==> config.mk <==
export PLATFORM = sky130hd
export DESIGN_NAME = fpu_issue_rob
export DESIGN_NICKNAME = d
export VERILOG_FILES = /design/src/rtl/fpu_pkg.sv /design/src/rtl/fpu_tag_pipe.sv /design/src/rtl/fpu_issue_rob.sv
export SDC_FILE = /design/constraint.sdc
export NUM_CORES = 1
export LEC_CHECK = 0
export ABC_AREA = 0
export CAP_MARGIN = 0
export CORE_MARGIN = 5
export CORE_UTILIZATION = 34
export CTS_CLUSTER_SIZE = 40
export DETAILED_ROUTE_END_ITERATION = 10
export PLACE_DENSITY = 0.59
export SLEW_MARGIN = 20
export SYNTH_ARGS = -nofsm -noshare
export SYNTH_HDL_FRONTEND = slang
export SYNTH_SLANG_ARGS = --single-unit
==> constraint.sdc <==
create_clock -name clk -period 4.7 [get_ports clk]
set_input_delay 1.41 -clock clk [delete_from_list [all_inputs] [get_ports clk]]
set_output_delay 1.41 -clock clk [all_outputs]
set_load 0.01 [all_outputs]
==> src/rtl/fpu_pkg.sv <==
// fpu_pkg: shared definitions for the FP issue/reorder front end.
//   mode_e       : retired operation class (mul/add/sub/div/illegal)
//   OP_FP/FUNC_* : instruction encodings recognised by the decoder
//   FLAG_*       : bit positions inside the 5-bit {NV,DZ,OF,UF,NX} flag word
//   rob_entry_t  : one reorder-buffer slot
//   fpu_decode   : opcode/func_code -> mode_e, never X
package fpu_pkg;

    typedef enum logic [2:0] {
        MUL = 3'b000,
        ADD = 3'b001,
        SUB = 3'b010,
        DIV = 3'b011,
        ILL = 3'b111
    } mode_e;

    localparam logic [6:0] OP_FP     = 7'b1010011;
    localparam logic [6:0] FUNC_ADD  = 7'b0000000;
    localparam logic [6:0] FUNC_SUB  = 7'b0000100;
    localparam logic [6:0] FUNC_MUL  = 7'b0001000;
    localparam logic [6:0] FUNC_DIV  = 7'b0001100;

    localparam int FLAGS_W = 5;
    localparam int FLAG_NV = 4;
    localparam int FLAG_DZ = 3;
    localparam int FLAG_OF = 2;
    localparam int FLAG_UF = 1;
    localparam int FLAG_NX = 0;

    // Flags reported for an illegal instruction: invalid-operation only.
    localparam logic [FLAGS_W-1:0] ILL_FLAGS = FLAGS_W'(1) << FLAG_NV;

    // Result storage is sized for the widest supported datapath; narrower
    // builds zero-extend on write and truncate on read.
    localparam int FPU_MAX_W = 64;

    typedef struct packed {
        logic                  done;
        mode_e                 mode;
        logic [FPU_MAX_W-1:0]  result;
        logic [FLAGS_W-1:0]    flags;
    } rob_entry_t;

    function automatic mode_e fpu_decode(input logic [6:0] op_code,
                                         input logic [6:0] func_code);
        mode_e m;
        m = ILL;
        if (op_code == OP_FP) begin
            case (func_code)
                FUNC_ADD: m = ADD;
                FUNC_SUB: m = SUB;
                FUNC_MUL: m = MUL;
                FUNC_DIV: m = DIV;
                default:  m = ILL;
            endcase
        end
        return m;
    endfunction

endpackage

==> src/rtl/fpu_tag_pipe.sv <==
// fpu_tag_pipe: LAT-deep shift pipe carrying {valid, ROB tag} alongside a
// fixed-latency pipelined execution unit, so the result that appears LAT
// cycles after a start pulse can be steered to its ROB slot.
// Ports:
//   clk, rst          clock, asynchronous active-low reset (clears valids)
//   in_vld, in_tag    start pulse and ROB tag of the issued op
//   out_vld, out_tag  tag of the unit result present this cycle
module fpu_tag_pipe #(
    parameter int LAT   = 1,
    parameter int TAG_W = 2
) (
    input  logic             clk,
    input  logic             rst,
    input  logic             in_vld,
    input  logic [TAG_W-1:0] in_tag,
    output logic             out_vld,
    output logic [TAG_W-1:0] out_tag
);

    logic [LAT-1:0]   vld_p;
    logic [TAG_W-1:0] tag_p [LAT];

    // Stage 0 captures the issue; stage LAT-1 lines up with the unit output.
    always_ff @(posedge clk or negedge rst) begin
        if (!rst) begin
            vld_p <= '0;
        end else begin
            vld_p[0] <= in_vld;
            for (int i = 1; i < LAT; i++) begin
                vld_p[i] <= vld_p[i-1];
            end
        end
    end

    always_ff @(posedge clk) begin
        tag_p[0] <= in_tag;
        for (int i = 1; i < LAT; i++) begin
            tag_p[i] <= tag_p[i-1];
        end
    end

    assign out_vld = vld_p[LAT-1];
    assign out_tag = tag_p[LAT-1];

endmodule

==> src/rtl/fpu_issue_rob.sv <==
// fpu_issue_rob: FP instruction issue stage with an in-order reorder buffer.
// Decodes FP instructions, starts the external mul / add-sub / div units and
// retires results strictly in issue order with their IEEE flags.
// Ports:
//   clk, rst                      clock, asynchronous active-low reset
//   in_valid/in_ready             instruction handshake
//   in_op_code, in_func_code      instruction encoding
//   in_a, in_b                    operands, forwarded as unit_a/unit_b
//   mul_start, add_start, add_sub, div_start   unit issue pulses
//   mul_/add_/div_result, _flags  unit outputs; div_done marks div output
//   out_valid/out_ready           retire handshake
//   out_result, out_flags, out_mode            retired op
// Optional: define FPU_ROB_PERF_EN to add perf_retired, perf_issue_stall and
// perf_out_stall saturating 32-bit counters.
module fpu_issue_rob
    import fpu_pkg::*;
#(
    parameter int WIDTH   = 32,
    parameter int DEPTH   = 4,
    parameter int MUL_LAT = 3,
    parameter int ADD_LAT = 2
) (
    input  logic               clk,
    input  logic               rst,
    input  logic               in_valid,
    output logic               in_ready,
    input  logic [6:0]         in_op_code,
    input  logic [6:0]         in_func_code,
    input  logic [WIDTH-1:0]   in_a,
    input  logic [WIDTH-1:0]   in_b,
    output logic [WIDTH-1:0]   unit_a,
    output logic [WIDTH-1:0]   unit_b,
    output logic               mul_start,
    output logic               add_start,
    output logic               add_sub,
    output logic               div_start,
    input  logic [WIDTH-1:0]   mul_result,
    input  logic [WIDTH-1:0]   add_result,
    input  logic [WIDTH-1:0]   div_result,
    input  logic [FLAGS_W-1:0] mul_flags,
    input  logic [FLAGS_W-1:0] add_flags,
    input  logic [FLAGS_W-1:0] div_flags,
    input  logic               div_done,
    output logic               out_valid,
    input  logic               out_ready,
    output logic [WIDTH-1:0]   out_result,
    output logic [FLAGS_W-1:0] out_flags,
    output logic [2:0]         out_mode
`ifdef FPU_ROB_PERF_EN
    ,
    output logic [31:0]        perf_retired,
    output logic [31:0]        perf_issue_stall,
    output logic [31:0]        perf_out_stall
`endif
);

    localparam int TAG_W = $clog2(DEPTH);
    localparam int CNT_W = $clog2(DEPTH + 1);
    localparam logic [CNT_W-1:0] FULL_CNT = CNT_W'(DEPTH);

    rob_entry_t       rob [DEPTH];
    rob_entry_t       head_ent;
    logic [TAG_W-1:0] head;
    logic [TAG_W-1:0] tail;
    logic [CNT_W-1:0] count;
    logic             div_pending;
    logic [TAG_W-1:0] div_tag;
    mode_e            dec_mode;
    logic             accept;
    logic             retire;
    logic             mul_wb_vld;
    logic [TAG_W-1:0] mul_wb_tag;
    logic             add_wb_vld;
    logic [TAG_W-1:0] add_wb_tag;
    logic             div_wb;
    logic             unused_res_bits;

    // Issue: decode and handshake
    assign dec_mode = fpu_decode(in_op_code, in_func_code);

    // Only registered state feeds in_ready; a same-cycle retire does not
    // open a slot, which keeps out_ready off the in_ready path.
    assign in_ready = rst && (count < FULL_CNT) && !((dec_mode == DIV) && div_pending);
    assign accept   = in_valid && in_ready;

    assign mul_start = accept && (dec_mode == MUL);
    assign add_start = accept && ((dec_mode == ADD) || (dec_mode == SUB));
    assign add_sub   = (dec_mode == SUB);
    assign div_start = accept && (dec_mode == DIV);
    assign unit_a    = in_a;
    assign unit_b    = in_b;

    // Execution: tag tracking for the fixed-latency units
    fpu_tag_pipe #(.LAT(MUL_LAT), .TAG_W(TAG_W)) u_mul_pipe (
        .clk     (clk),
        .rst     (rst),
        .in_vld  (mul_start),
        .in_tag  (tail),
        .out_vld (mul_wb_vld),
        .out_tag (mul_wb_tag)
    );

    fpu_tag_pipe #(.LAT(ADD_LAT), .TAG_W(TAG_W)) u_add_pipe (
        .clk     (clk),
        .rst     (rst),
        .in_vld  (add_start),
        .in_tag  (tail),
        .out_vld (add_wb_vld),
        .out_tag (add_wb_tag)
    );

    // A div_done with nothing outstanding (e.g. left over from before a
    // reset) is dropped.
    assign div_wb = div_done && div_pending;

    // Retire
    assign head_ent   = rob[head];
    assign out_valid  = (count != '0) && head_ent.done;
    assign retire     = out_valid && out_ready;
    assign out_result = out_valid ? head_ent.result[WIDTH-1:0] : '0;
    assign out_flags  = out_valid ? head_ent.flags : '0;
    assign out_mode   = out_valid ? head_ent.mode : ILL;

    assign unused_res_bits = ^head_ent.result;

    always_ff @(posedge clk or negedge rst) begin
        if (!rst) begin
            head        <= '0;
            tail        <= '0;
            count       <= '0;
            div_pending <= 1'b0;
            div_tag     <= '0;
        end else begin
            if (accept) begin
                tail <= tail + 1'b1;
            end
            if (retire) begin
                head <= head + 1'b1;
            end
            case ({accept, retire})
                2'b10:   count <= count + 1'b1;
                2'b01:   count <= count - 1'b1;
                default: count <= count;
            endcase
            if (div_start) begin
                div_pending <= 1'b1;
                div_tag     <= tail;
            end else if (div_wb) begin
                div_pending <= 1'b0;
            end
        end
    end

    // ROB storage: only the done bits are reset. Retire clears head, accept
    // fills tail and up to three unit write-backs land in other slots; none
    // of these can target the same entry in one cycle.
    always_ff @(posedge clk or negedge rst) begin
        if (!rst) begin
            for (int i = 0; i < DEPTH; i++) begin
                rob[i].done <= 1'b0;
            end
        end else begin
            if (retire) begin
                rob[head].done <= 1'b0;
            end
            if (accept) begin
                rob[tail].done   <= (dec_mode == ILL);
                rob[tail].mode   <= dec_mode;
                rob[tail].result <= '0;
                rob[tail].flags  <= (dec_mode == ILL) ? ILL_FLAGS : '0;
            end
            if (mul_wb_vld) begin
                rob[mul_wb_tag].done   <= 1'b1;
                rob[mul_wb_tag].result <= FPU_MAX_W'(mul_result);
                rob[mul_wb_tag].flags  <= mul_flags;
            end
            if (add_wb_vld) begin
                rob[add_wb_tag].done   <= 1'b1;
                rob[add_wb_tag].result <= FPU_MAX_W'(add_result);
                rob[add_wb_tag].flags  <= add_flags;
            end
            if (div_wb) begin
                rob[div_tag].done   <= 1'b1;
                rob[div_tag].result <= FPU_MAX_W'(div_result);
                rob[div_tag].flags  <= div_flags;
            end
        end
    end

`ifdef FPU_ROB_PERF_EN
    function automatic logic [31:0] sat_inc(input logic [31:0] v);
        return (v == 32'hFFFF_FFFF) ? v : v + 32'd1;
    endfunction

    always_ff @(posedge clk or negedge rst) begin
        if (!rst) begin
            perf_retired     <= '0;
            perf_issue_stall <= '0;
            perf_out_stall   <= '0;
        end else begin
            if (retire) begin
                perf_retired <= sat_inc(perf_retired);
            end
            if (in_valid && !in_ready) begin
                perf_issue_stall <= sat_inc(perf_issue_stall);
            end
            if (out_valid && !out_ready) begin
                perf_out_stall <= sat_inc(perf_out_stall);
            end
        end
    end
`endif

endmodule

---- Word level (Yosys, flattened, before mapping) ----
Memories as Yosys holds them, arrays and structs flattened.
Index checks and enable logic that the tools add are counted.
W data, S select, Z words.
word-level totals
  memories ................................ 2
  bits in writable memories ............... 10
  word-level logic and storage cells ...... 136
  output and inout bits ................... 110
  flip-flop bits (word level) ............. 307
operators by class
  eq/ne operators ......................... 10
  add/sub/neg operators ................... 4
  reduce and logical (&&, ||, !) cells .... 22
  bitwise operators ....................... 5
  magnitude comparators ................... 11
  multiplexer cells ....................... 59
memory list
  name              depth  bits a word  rd ports  clocked after Yosys merged registers in  write ports  line                source
  u_mul_pipe.tag_p  3      2            3         0                                        3            fpu_tag_pipe.sv:21  logic [TAG_W-1:0] tag_p [LAT];
  u_add_pipe.tag_p  2      2            2         0                                        2            fpu_tag_pipe.sv:21
operators by type and width
  kind                   count
  $bwmux W292            14
  $demux W73 S2          14
  $mux W292              5
  $mux W73               7
  $mux W69               4
  $bmux W73 S2           1
  $mux W72               1
  $mux W32               1
  $mux W5                6
  $ge A3 B3 Y1 const B   5
  $logic_and A1 B1 Y1    15
  $lt A3 B1 Y1 const B   5
  $not A2 Y3             5
  $eq A7 B4 Y1 const B   2
  $pmux W3 S4            1
  $eq A7 B3 Y1 const B   1
  $eq A7 B7 Y1 const B   1
  $logic_not A7 Y1       1
  $eq A3 B2 Y1 const B   2
  $mux W3                2
  $pmux W3 S2            1
  $add A2 B1 Y2 const B  2
  $reduce_bool A2 Y1     2
  $add A3 B1 Y3 const B  1
  11 further kinds       12

---- Depth between registers and ports, before layout ----
Gate-level depths: netlist of run 1.
  depth after elaboration ................. 24
  depth in mapped cells ................... 13
  mapped depth without buffers ............ 11

---- Hierarchy ----
Synthesis of run 1 repeated with hierarchy kept, for this count alone.
unflattened totals
  cell total of the unflattened synthesis .. 1,335
  area, all modules ....................... 12,901.1 um^2
by module, submodules not included
  module                     area an instance (um^2)  seq. area each (um^2)  times used  cells each
  fpu_issue_rob              12,545.8                 5,154.9                1           1,316
  fpu_tag_pipe (u_mul_pipe)  210.2                    195.2                  1           11
  fpu_tag_pipe (u_add_pipe)  145.1                    130.1                  1           8

---- Worst setup path after synthesis of run 1 ----
No wires, ideal clock.
  path kind ............................... input-to-output
  start point ............................. input port in_func_code[5]
  end point ............................... output port mul_start
  arrival time ............................ 2,892 ps
  path buffers ............................ 1
  cell stages on the path ................. 5
  setup slack ............................. 398 ps
  path through ............................ or4_4 nor3_2 buf_2 nand3_1 nor3b_1
on the way
  word-level cells in the longest chain between the ends .. 9
RTL lines
  element                               line                 source
  from (decl)                           fpu_issue_rob.sv:28  input logic [6:0] in_func_code,
  $eq A7 B4 Y1 (tied with other cells)  fpu_pkg.sv:49        case (func_code)
  $pmux W3 S4 *                         fpu_pkg.sv:49
  $mux W3 *                             fpu_pkg.sv:48        if (op_code == OP_FP) begin
  $eq A3 B2 Y1                          fpu_issue_rob.sv:83  assign in_ready = rst && (count < FULL_CNT) && !((dec_mode == DIV) && div_pending);
  $logic_and A1 B1 Y1                   fpu_issue_rob.sv:83
  $logic_not A1 Y1                      fpu_issue_rob.sv:83
  $logic_and A1 B1 Y1                   fpu_issue_rob.sv:83
  $logic_and A1 B1 Y1                   fpu_issue_rob.sv:84  assign accept = in_valid && in_ready;
  $logic_and A1 B1 Y1 *                 fpu_issue_rob.sv:86  assign mul_start = accept && (dec_mode == MUL);
  to (decl)                             fpu_issue_rob.sv:33  output logic mul_start,
Mark *: on every way between the ends. The rest lies on a longest branch, timed or not.

---- Final worst setup path of run 1 ----
Ends and elaborated chain as after synthesis.

==> flow_summary.json, run 1 <==
{
  "clkSinkCount": 185,
  "rows": 70,
  "vias": 12400,
  "fillers": 3546,
  "drtIter0Drc": 1796,
  "worst_ep_arrival_time_ns": 3.19,
  "ys_types": 52,
  "synth-adder-area-share": 0.0104,
  "leakage_uw": 0.00492,
  "first_global_vias": 12500,
  "dp_hpwl_um": 30100,
  "cpMaxStageDelayCell": "or4_4",
  "setup_ws_ns": 0.0993,
  "ant_nets": 0,
  "tightest_slew_ns": 1.32,
  "worstPathCellList": "clkdlybuf4s50_1 -> or4_4 -> nor3_4 -> nand3_2 -> nor3b_2 -> clkdlybuf4s15_1",
  "criticalPathCategory": "in -> out",
  "cts_hold_buf": 0,
  "netlist_instances": 1322,
  "dpl.cell_count": 1813,
  "synth_nets": 1526,
  "cts_root_buf": "clkbuf_16",
  "grtUsageTotal": 0.251,
  "rsz0062_at_grt": "false",
  "multi_input_area_mm2": 0.00625,
  "first_pass_iters": 6,
  "die_x_um": 204,
  "worst_ep_required_time_ns": 3.29,
  "seqCellArea_mm2": 0.00540,
  "relSlewSlack": 0.120,
  "async_flop_share": 0.103,
  "route.met2.wl_um": 23600,
  "grt_pass1_wl_um": 79600,
  "finalSetupViolations": 0,
  "drc": 0,
  "numCtsBuffers": 17,
  "synthSimpleGateAreaFrac": 0.161,
  "synth_mux_area_frac": 0.0768,
  "drv_cap": 0,
  "avgSynthCellArea_um2": 9.63,
  "gp_congestion": 0.837,
  "h-tree-depth": 4,
  "viasPerCell": 6.71,
  "dp_slack_ns": -0.444,
  "ioPinCount": 304,
  "synth_ff_type": "edfxtp_1",
  "setup.worst_path.start_class": "input pin",
  "fin_crit_ns": 4.60,
  "post_cts_buffers": 0,
  "routed_wl_um": 53700,
  "m1WireLength_um": 20700,
  "finalMaxSlewViolations": 0,
  "min_period_over_period": 0.979,
  "place.port_buffers": 175,
  "grt_overflow": 0,
  "chipHeight_um": 204,
  "yosys_warnings": 0,
  "finClkSkew_ns": 0.0130,
  "top_layer": "met4",
  "syn_area_mm2": 0.0127,
  "start_util": 0.346,
  "yosys.area_share.xor_xnor": 0.00413,
  "yosysSeqAreaShare": 0.424,
  "syn2layout_area_growth_pct": 19.0,
  "synth_seq_cells": 185,
  "met3_length_um": 7470,
  "fmax_mhz": 217,
  "fin_cells": 1848,
  "max_stage_delay_ns": 0.55,
  "cts_tree": "done",
  "clock_path_buffers": 2,
  "synth-compound-area-share": 0.234,
  "antenna_found_initial": 2,
  "cp_max_fo": 3,
  "clk_pin_slew_ns": 0.06,
  "status": "completed",
  "peakVddDrop_mv": 0.364,
  "pwr_density_cell_mw_per_mm2": 414,
  "layout-drive-gt1-share": 0.110,
  "insertion_delay_ns": 0.45,
  "core_mm2": 0.0368,
  "die_area_mm2": 0.0414,
  "endpoint_kind": "primary output",
  "synth_top_family_by_area": "compound AO/OA/AOI/OAI gates",
  "hp-class": "reg -> reg",
  "synth_edf_count": 160,
  "fin_nets": 1569,
  "avgRoutedWirePerCell_um": 29.1,
  "hold_viol": 0,
  "grt_max_degree": 172
}
-- metrics by stage --
| step | TNS, ns | util | power [µW] | hold WS [ns] | cell area [µm²] |
|---|---|---|---|---|---|
| 6_report | 0 | 0.412 | 6270 | 0.327 | 15200 |
| 5_1_grt | 0 | 0.412 | 6570 | 0.336 | 15100 |
| 4_1_cts | 0 | 0.411 | 6290 | 0.328 | 15100 |
| 3_5_place_dp | -1.53 | 0.395 | 4760 | 0.312 | 14500 |
| 3_3_place_gp | -1.46 | 0.395 | 4740 | 0.313 | 14500 |
| 2_1_floorplan | 0 | - | 3610 | 0.310 | 12700 |
-- power breakdown --
part | internal [µW] | leakage, µW | switching [µW]
clock network | 842 | 0.000295 | 701
logic | 1300 | 0.00276 | 1190
registers | 2070 | 0.00187 | 161
total | 4210 | 0.00492 | 2050
-- path summary, 6_finish.rpt --
kind,from,end,slack [ns],cells past startpoint
max in group asynchronous,rst,head[0]$_DFFE_PN0P_,2.58,2
min in group asynchronous,rst,rob[218]$_DFF_PN0_,1.28,2
hold reg to reg,u_add_pipe.tag_p[0][1]$_DFF_P_,u_mul_pipe.tag_p[0][3]$_DFF_P_,0.33,0
setup reg to reg,div_pending$_DFFE_PN0P_,rob[156]$_DFFE_PP_,1.94,6
hold / removal,u_add_pipe.tag_p[0][1]$_DFF_P_,u_mul_pipe.tag_p[0][3]$_DFF_P_,0.33,0
setup / recovery,in_func_code[5],mul_start,0.1,6
-- critical path: cells and delay by family --
family / cells / cell delay [ns]
AND/OR/NAND/NOR: 4 / 1.09
buffers and inverters: 2 / 0.67
-- repair_timing --
| item | 4_1_cts | 5_1_grt |
|---|---|---|
| pin swaps | 1 | 1 |
| resized for setup | 15 | 0 |
| setup endpoints to repair | 5 | 1 |
-- cells by family (layout without fill, tap and decap cells) --
family	count (synthesis)	after routing
xor+xnor	6	6
mux	46	46
other cells	0	2
compound gates	458	458
simple gates	397	397
flops	185	185
fa+ha+maj	10	10
buf+inv	220	276
-- flip-flops by register name, summed over array words and instances (netlist names), named ones only --
name,flops
div_pending,1
u_mul_pipe.vld_p,3
count,3
u_add_pipe.tag_p,3
rob,152
div_tag,2
u_mul_pipe.tag_p,3
u_add_pipe.vld_p,2
head,2
tail,2
-- Yosys cell counts, types with 7 or more instances --
master      n  area share
nor3_1     73       0.029
mux4_2     41       0.073
buf_1       7      0.0021
a21oi_1    74       0.029
buf_4      65       0.038
nor2_1     87       0.026
inv_1      11      0.0032
clkbuf_1  112       0.033
nor3b_1     7      0.0041
a31oi_1    72       0.035
edfxtp_1  160        0.38
a211oi_1   72       0.042
and2_1     39       0.019
buf_2      18      0.0071
o21ai_0    80       0.031
or3_1      72       0.035
nand2_1    85       0.025
ha_1        9      0.0088
dfrtp_1    19       0.037
o211ai_1  148       0.087
-- layout make-up --
class	count	share of cell area
multi-input combinational	917	0.412
tap	468	0.0386
antenna	2	0.000330
sequential	185	0.357
clock buffer	18	0.0283
timing repair buffer	232	0.150
clock inverter	14	0.0112
inverter	12	0.00297
-- cells in the final DEF (no fill, tap or decap), types with 4 or more instances in the layout --
master	n
clkbuf_16	17
nand4b_1	6
o21ai_0	80
or3_1	72
a31oi_1	72
inv_1	11
buf_4	49
o211ai_1	148
mux4_2	41
buf_12	8
dfrtp_1	17
and2_1	39
ha_1	9
clkdlybuf4s50_1	169
a211oi_1	72
o221ai_1	4
clkinv_2	4
nor3_1	72
nor3b_1	5
a21oi_1	74
nand2b_1	4
nand2_1	85
edfxtp_1	160
dfxtp_1	6
nor2_1	85
-- routing by layer --
layer	vias up	track usage
met2	1110	0.380
met1	5966	0.338
li1	5143	-
met4	0	0.0930
met3	172	0.0789
met5	-	0
Note: power is estimated with default switching activity, not from simulation.
==> inputs of run 2 (changes only) <==
Settings changed: HOLD_SLACK_MARGIN from default to 0.08.
Clock period 4.7 ns to 4.8 ns, I/O delays scaled along.
==> run 2 against run 1 <==
Flip-flop and latch count unchanged; critical path depth did not move; critical path type unchanged; wire length is 1.3% lower; global-route usage shrank 0.56 points; combinational power decreased by 2%.
==> flow_summary.json, run 2 (synthesis gave the netlist of run 1 again) <==
{
  "holdPathStages": 0,
  "finClkSkew_ns": 0.0147,
  "numCtsBuffers": 17,
  "hp-class": "reg -> reg",
  "dp_slack_ns": -0.382,
  "criticalPathCategory": "in -> out",
  "gp_congestion": 0.827,
  "viasPerCell": 6.64,
  "fin_nets": 1574,
  "dpl.cell_count": 1818,
  "p_sw_frac": 0.330,
  "drv_cap": 0,
  "peakVddDrop_mv": 0.268,
  "finalMaxSlewViolations": 0,
  "final_cell_mix": "clkdlybuf4s50_1, edfxtp_1, o211ai_1",
  "antenna_found_initial": 4,
  "setup_ws_ns": 0.101,
  "core_mm2": 0.0368,
  "tightest_slew_ns": 1.23,
  "ant_nets": 0,
  "min_period_over_period": 0.979,
  "first_global_vias": 12400,
  "leakage_uw": 0.00486,
  "routed_wl_um": 53000,
  "worst_ep_required_time_ns": 3.36,
  "hold_viol": 0,
  "final_common_cell": "clkdlybuf4s50_1",
  "ioPinCount": 304,
  "grt_max_degree": 172,
  "cts_root_buf": "clkbuf_16",
  "clkSinkCount": 185,
  "grtUsageTotal": 0.245,
  "place.port_buffers": 175,
  "insertion_delay_ns": 0.45,
  "syn2layout_area_growth_pct": 18.1,
  "start_util": 0.346,
  "fin_cells": 1851,
  "cts_hold_buf": 0,
  "worst_ep_arrival_time_ns": 3.26,
  "status": "completed",
  "p_comb_frac": 0.408,
  "relSlewSlack": 0.177,
  "grt_pass1_wl_um": 78200,
  "finalSetupViolations": 0,
  "r2r_cells": 6,
  "endpoint_kind": "primary output",
  "die_area_mm2": 0.0414,
  "fmax_mhz": 213,
  "setup.worst_path.start_class": "input pin",
  "clock_power_share": 0.226,
  "p_seq_frac": 0.366,
  "layout-drive-gt1-share": 0.107,
  "power.total_uw": 5970,
  "dp_hpwl_um": 31400,
  "top_register": "rob",
  "cp_max_fo": 3,
  "switching_power_uw": 1970,
  "drc": 0,
  "rsz0062_at_grt": "false",
  "grt_overflow": 0,
  "pwr_density_cell_mw_per_mm2": 397,
  "avgRoutedWirePerCell_um": 28.6,
  "multi_input_area_mm2": 0.00625,
  "fillers": 3606,
  "rows": 70,
  "fin_crit_ns": 4.70,
  "clock_path_buffers": 2,
  "vias": 12300,
  "cts_tree": "done",
  "largest_register_ffs": 152,
  "first_pass_iters": 8,
  "p_int_uw": 4000,
  "drtIter0Drc": 1666,
  "chipHeight_um": 204,
  "die_x_um": 204,
  "h-tree-depth": 4,
  "clk_pin_slew_ns": 0.07,
  "seqCellArea_mm2": 0.00540
}
-- run 2: per-stage QoR --
step / util / instance area (µm²) / hold WS (ns) / setup TNS (ns)
final: 0.409 / 15000 / 0.328 / 0
after global routing: 0.409 / 15000 / 0.332 / 0
after CTS: 0.408 / 15000 / 0.328 / 0
after detailed placement: 0.394 / 14500 / 0.312 / -1.28
after global placement: 0.394 / 14500 / 0.310 / -1.24
after floorplan: - / 12700 / 0.310 / 0
-- run 2: critical path, cell delays in order --
cell	delay [ns]
clkdlybuf4s50_1	0.40
or4_4	0.55
nor3_4	0.25
nand3_2	0.13
nor3b_2	0.22
clkdlybuf4s15_1	0.27
-- run 2: power by group through the flow --
stage          clock network, µW  logic, µW  registers [µW]
2_1_floorplan                  0       1390            2140
3_3_place_gp                   0       2430            2200
3_5_place_dp                   0       2440            2210
4_1_cts                     1360       2450            2180
5_1_grt                     1420       2610            2210
6_report                    1350       2440            2190
-- run 2: path summary, 6_finish.rpt --
path,start,end,slack [ns]
min in group asynchronous,rst,count[2]$_DFFE_PN0P_,1.07
min,u_add_pipe.tag_p[0][0]$_DFF_P_,u_add_pipe.tag_p[0][2]$_DFF_P_,0.33
max in group asynchronous,rst,u_mul_pipe.vld_p[2]$_DFF_PN0_,2.69
max,in_func_code[5],mul_start,0.10
max reg2reg,div_pending$_DFFE_PN0P_,rob[255]$_DFFE_PP_,1.55
min reg2reg,u_add_pipe.tag_p[0][0]$_DFF_P_,u_add_pipe.tag_p[0][2]$_DFF_P_,0.33
-- run 2: what timing repair did --
action | CTS | global route
pin swaps | 1 | 1
setup buffers | 0 | 0
resized for setup | 7 | 6
hold endpoints to repair | 0 | 0
endpoints found under the setup margin | 5 | 1
-- run 2: cell type report --
cell class,count,area share
well taps,468,0.0389
flip-flops and latches,185,0.359
multi-input cells,917,0.415
repair buffers,237,0.149
diodes,1,0.000166
clock buffers,21,0.0293
inverters,12,0.00299
clock inverters,10,0.00532
-- run 2: routing by layer --
layer / GRT usage / share of wire
met2: 0.376 / 0.45
met1: 0.330 / 0.39
met4: 0.0819 / 0.033
met5: 0 / 0.00040
met3: 0.0785 / 0.13
==> inputs of run 3 (changes only) <==
Settings changed: SLEW_MARGIN 20 to 15.
==> run 3 against run 2 <==
Clock-buffer cell count unchanged; total power is 0.24% higher; sequential share of layout area barely moved; first-iteration DRC count shrank 3.7%; critical path type unchanged; clock skew decreased by 0.0020 ns.
==> flow_summary.json, run 3 (synthesis gave the netlist of run 1 again) <==
{
  "status": "completed",
  "top_register": "rob",
  "syn2layout_area_growth_pct": 18.0,
  "worst_ep_arrival_time_ns": 3.26,
  "drc": 0,
  "rsz0062_at_grt": "false",
  "drv_cap": 0,
  "cts_root_buf": "clkbuf_16",
  "worst_ep_required_time_ns": 3.36,
  "hold_viol": 0,
  "start_util": 0.346,
  "routed_wl_um": 53200,
  "die_x_um": 204,
  "first_pass_iters": 5,
  "hp-class": "reg -> reg",
  "finalMaxSlewViolations": 0,
  "rows": 70,
  "clk_pin_slew_ns": 0.07,
  "fin_nets": 1573,
  "drtIter0Drc": 1605,
  "largest_register_ffs": 152,
  "fmax_mhz": 213,
  "cts_hold_buf": 0,
  "core_mm2": 0.0368,
  "grtUsageTotal": 0.245,
  "max_stage_delay_ns": 0.55,
  "pwr_density_cell_mw_per_mm2": 398,
  "first_global_vias": 12400,
  "layout-drive-gt1-share": 0.106,
  "critPathTopFamily": "simple AND/OR/NAND/NOR gates",
  "worstPathCellList": "clkdlybuf4s50_1 -> or4_4 -> nor3_4 -> nand3_2 -> nor3b_2 -> clkdlybuf4s15_1",
  "final_cell_mix": "clkdlybuf4s50_1, edfxtp_1, o211ai_1",
  "avgRoutedWirePerCell_um": 28.7,
  "chipHeight_um": 204,
  "placement.cell_area_mm2": 0.0145,
  "viasPerCell": 6.58,
  "insertion_delay_ns": 0.45,
  "leakage_uw": 0.00486,
  "final_area_mm2": 0.0150,
  "place.port_buffers": 175,
  "peakVddDrop_mv": 0.272,
  "gp_congestion": 0.827,
  "clkSinkCount": 185,
  "criticalPathCategory": "in -> out",
  "ant_nets": 0,
  "fin_crit_ns": 4.70,
  "utilization": 0.408,
  "antenna_found_initial": 4,
  "tightest_slew_ns": 1.26,
  "final_common_cell": "clkdlybuf4s50_1",
  "cpMaxStageDelayCell": "or4_4",
  "cp_max_fo": 3,
  "grt_overflow": 0,
  "finalSetupViolations": 0,
  "die_area_mm2": 0.0414,
  "grt_pass1_wl_um": 78200,
  "endpoint_kind": "primary output",
  "post_cts_buffers": 0,
  "finClkSkew_ns": 0.0126,
  "setup.worst_path.start_class": "input pin",
  "numCtsBuffers": 17,
  "clock_path_buffers": 2,
  "path_buf_inv": 2,
  "cts_tree": "done",
  "relSlewSlack": 0.160,
  "grt_max_degree": 172,
  "holdWs_ns": 0.329,
  "min_period_over_period": 0.979,
  "h-tree-depth": 4,
  "ioPinCount": 304,
  "dp_hpwl_um": 31400,
  "vias": 12200
}
-- run 3: final cells by class --
| cell class | instances | area [µm²] |
|---|---|---|
| fillers | 3607 | 21800 |
| multi-input cells | 917 | 6250 |
| flip-flops and latches | 185 | 5400 |
| repair buffers | 236 | 2220 |
| well taps | 468 | 586 |
| clock buffers | 21 | 440 |
| clock inverters | 10 | 80.1 |
| inverters | 12 | 45.0 |
| diodes | 1 | 2.50 |
-- run 3: final timing paths --
path                                                 from                             end  slack (ns)  cells after the start
max                                       in_func_code[5]                       mul_start        0.10                      6
min                        u_add_pipe.tag_p[0][0]$_DFF_P_  u_add_pipe.tag_p[0][2]$_DFF_P_        0.33                      0
max reg2reg                       div_pending$_DFFE_PN0P_              rob[255]$_DFFE_PP_        1.57                      6
min reg2reg                u_add_pipe.tag_p[0][0]$_DFF_P_  u_add_pipe.tag_p[0][2]$_DFF_P_        0.33                      0
max in group asynchronous                             rst   u_add_pipe.vld_p[1]$_DFF_PN0_        2.76                      2
min in group asynchronous                             rst            count[2]$_DFFE_PN0P_        1.08                      2
-- run 3: metrics by stage --
| step | setup TNS [ns] | power (µW) | worst slack, ns | cells |
|---|---|---|---|---|
| finish | 0 | 5990 | 0.101 | 1850 |
| global route | 0 | 6240 | 0.00742 | 1849 |
| CTS | 0 | 5990 | 0.0204 | 1849 |
| detailed placement | -1.28 | 4660 | -0.382 | 1818 |
| global placement | -1.24 | 4630 | -0.361 | 1818 |
| floorplan | 0 | 3530 | 0.438 | 1322 |
-- run 3: timing repair --
action | CTS | global route
endpoints found under the hold margin | 0 | 0
cloned | 0 | 0
resized for setup | 7 | 6
pin swaps | 1 | 1
setup endpoints to repair | 5 | 1
-- run 3: power by group --
| part | internal (µW) | switching (µW) |
|---|---|---|
| sequential | 2030 | 157 |
| combinational | 1270 | 1180 |
| clock | 705 | 646 |
| total | 4000 | 1990 |
-- run 3: routing by layer --
layer / vias to the layer above / GRT usage / share of wire
met5: - / 0 / 0.00039
met4: 4 / 0.0819 / 0.033
met3: 163 / 0.0785 / 0.13
met2: 979 / 0.376 / 0.45
met1: 5878 / 0.330 / 0.39
li1: 5141 / - / -
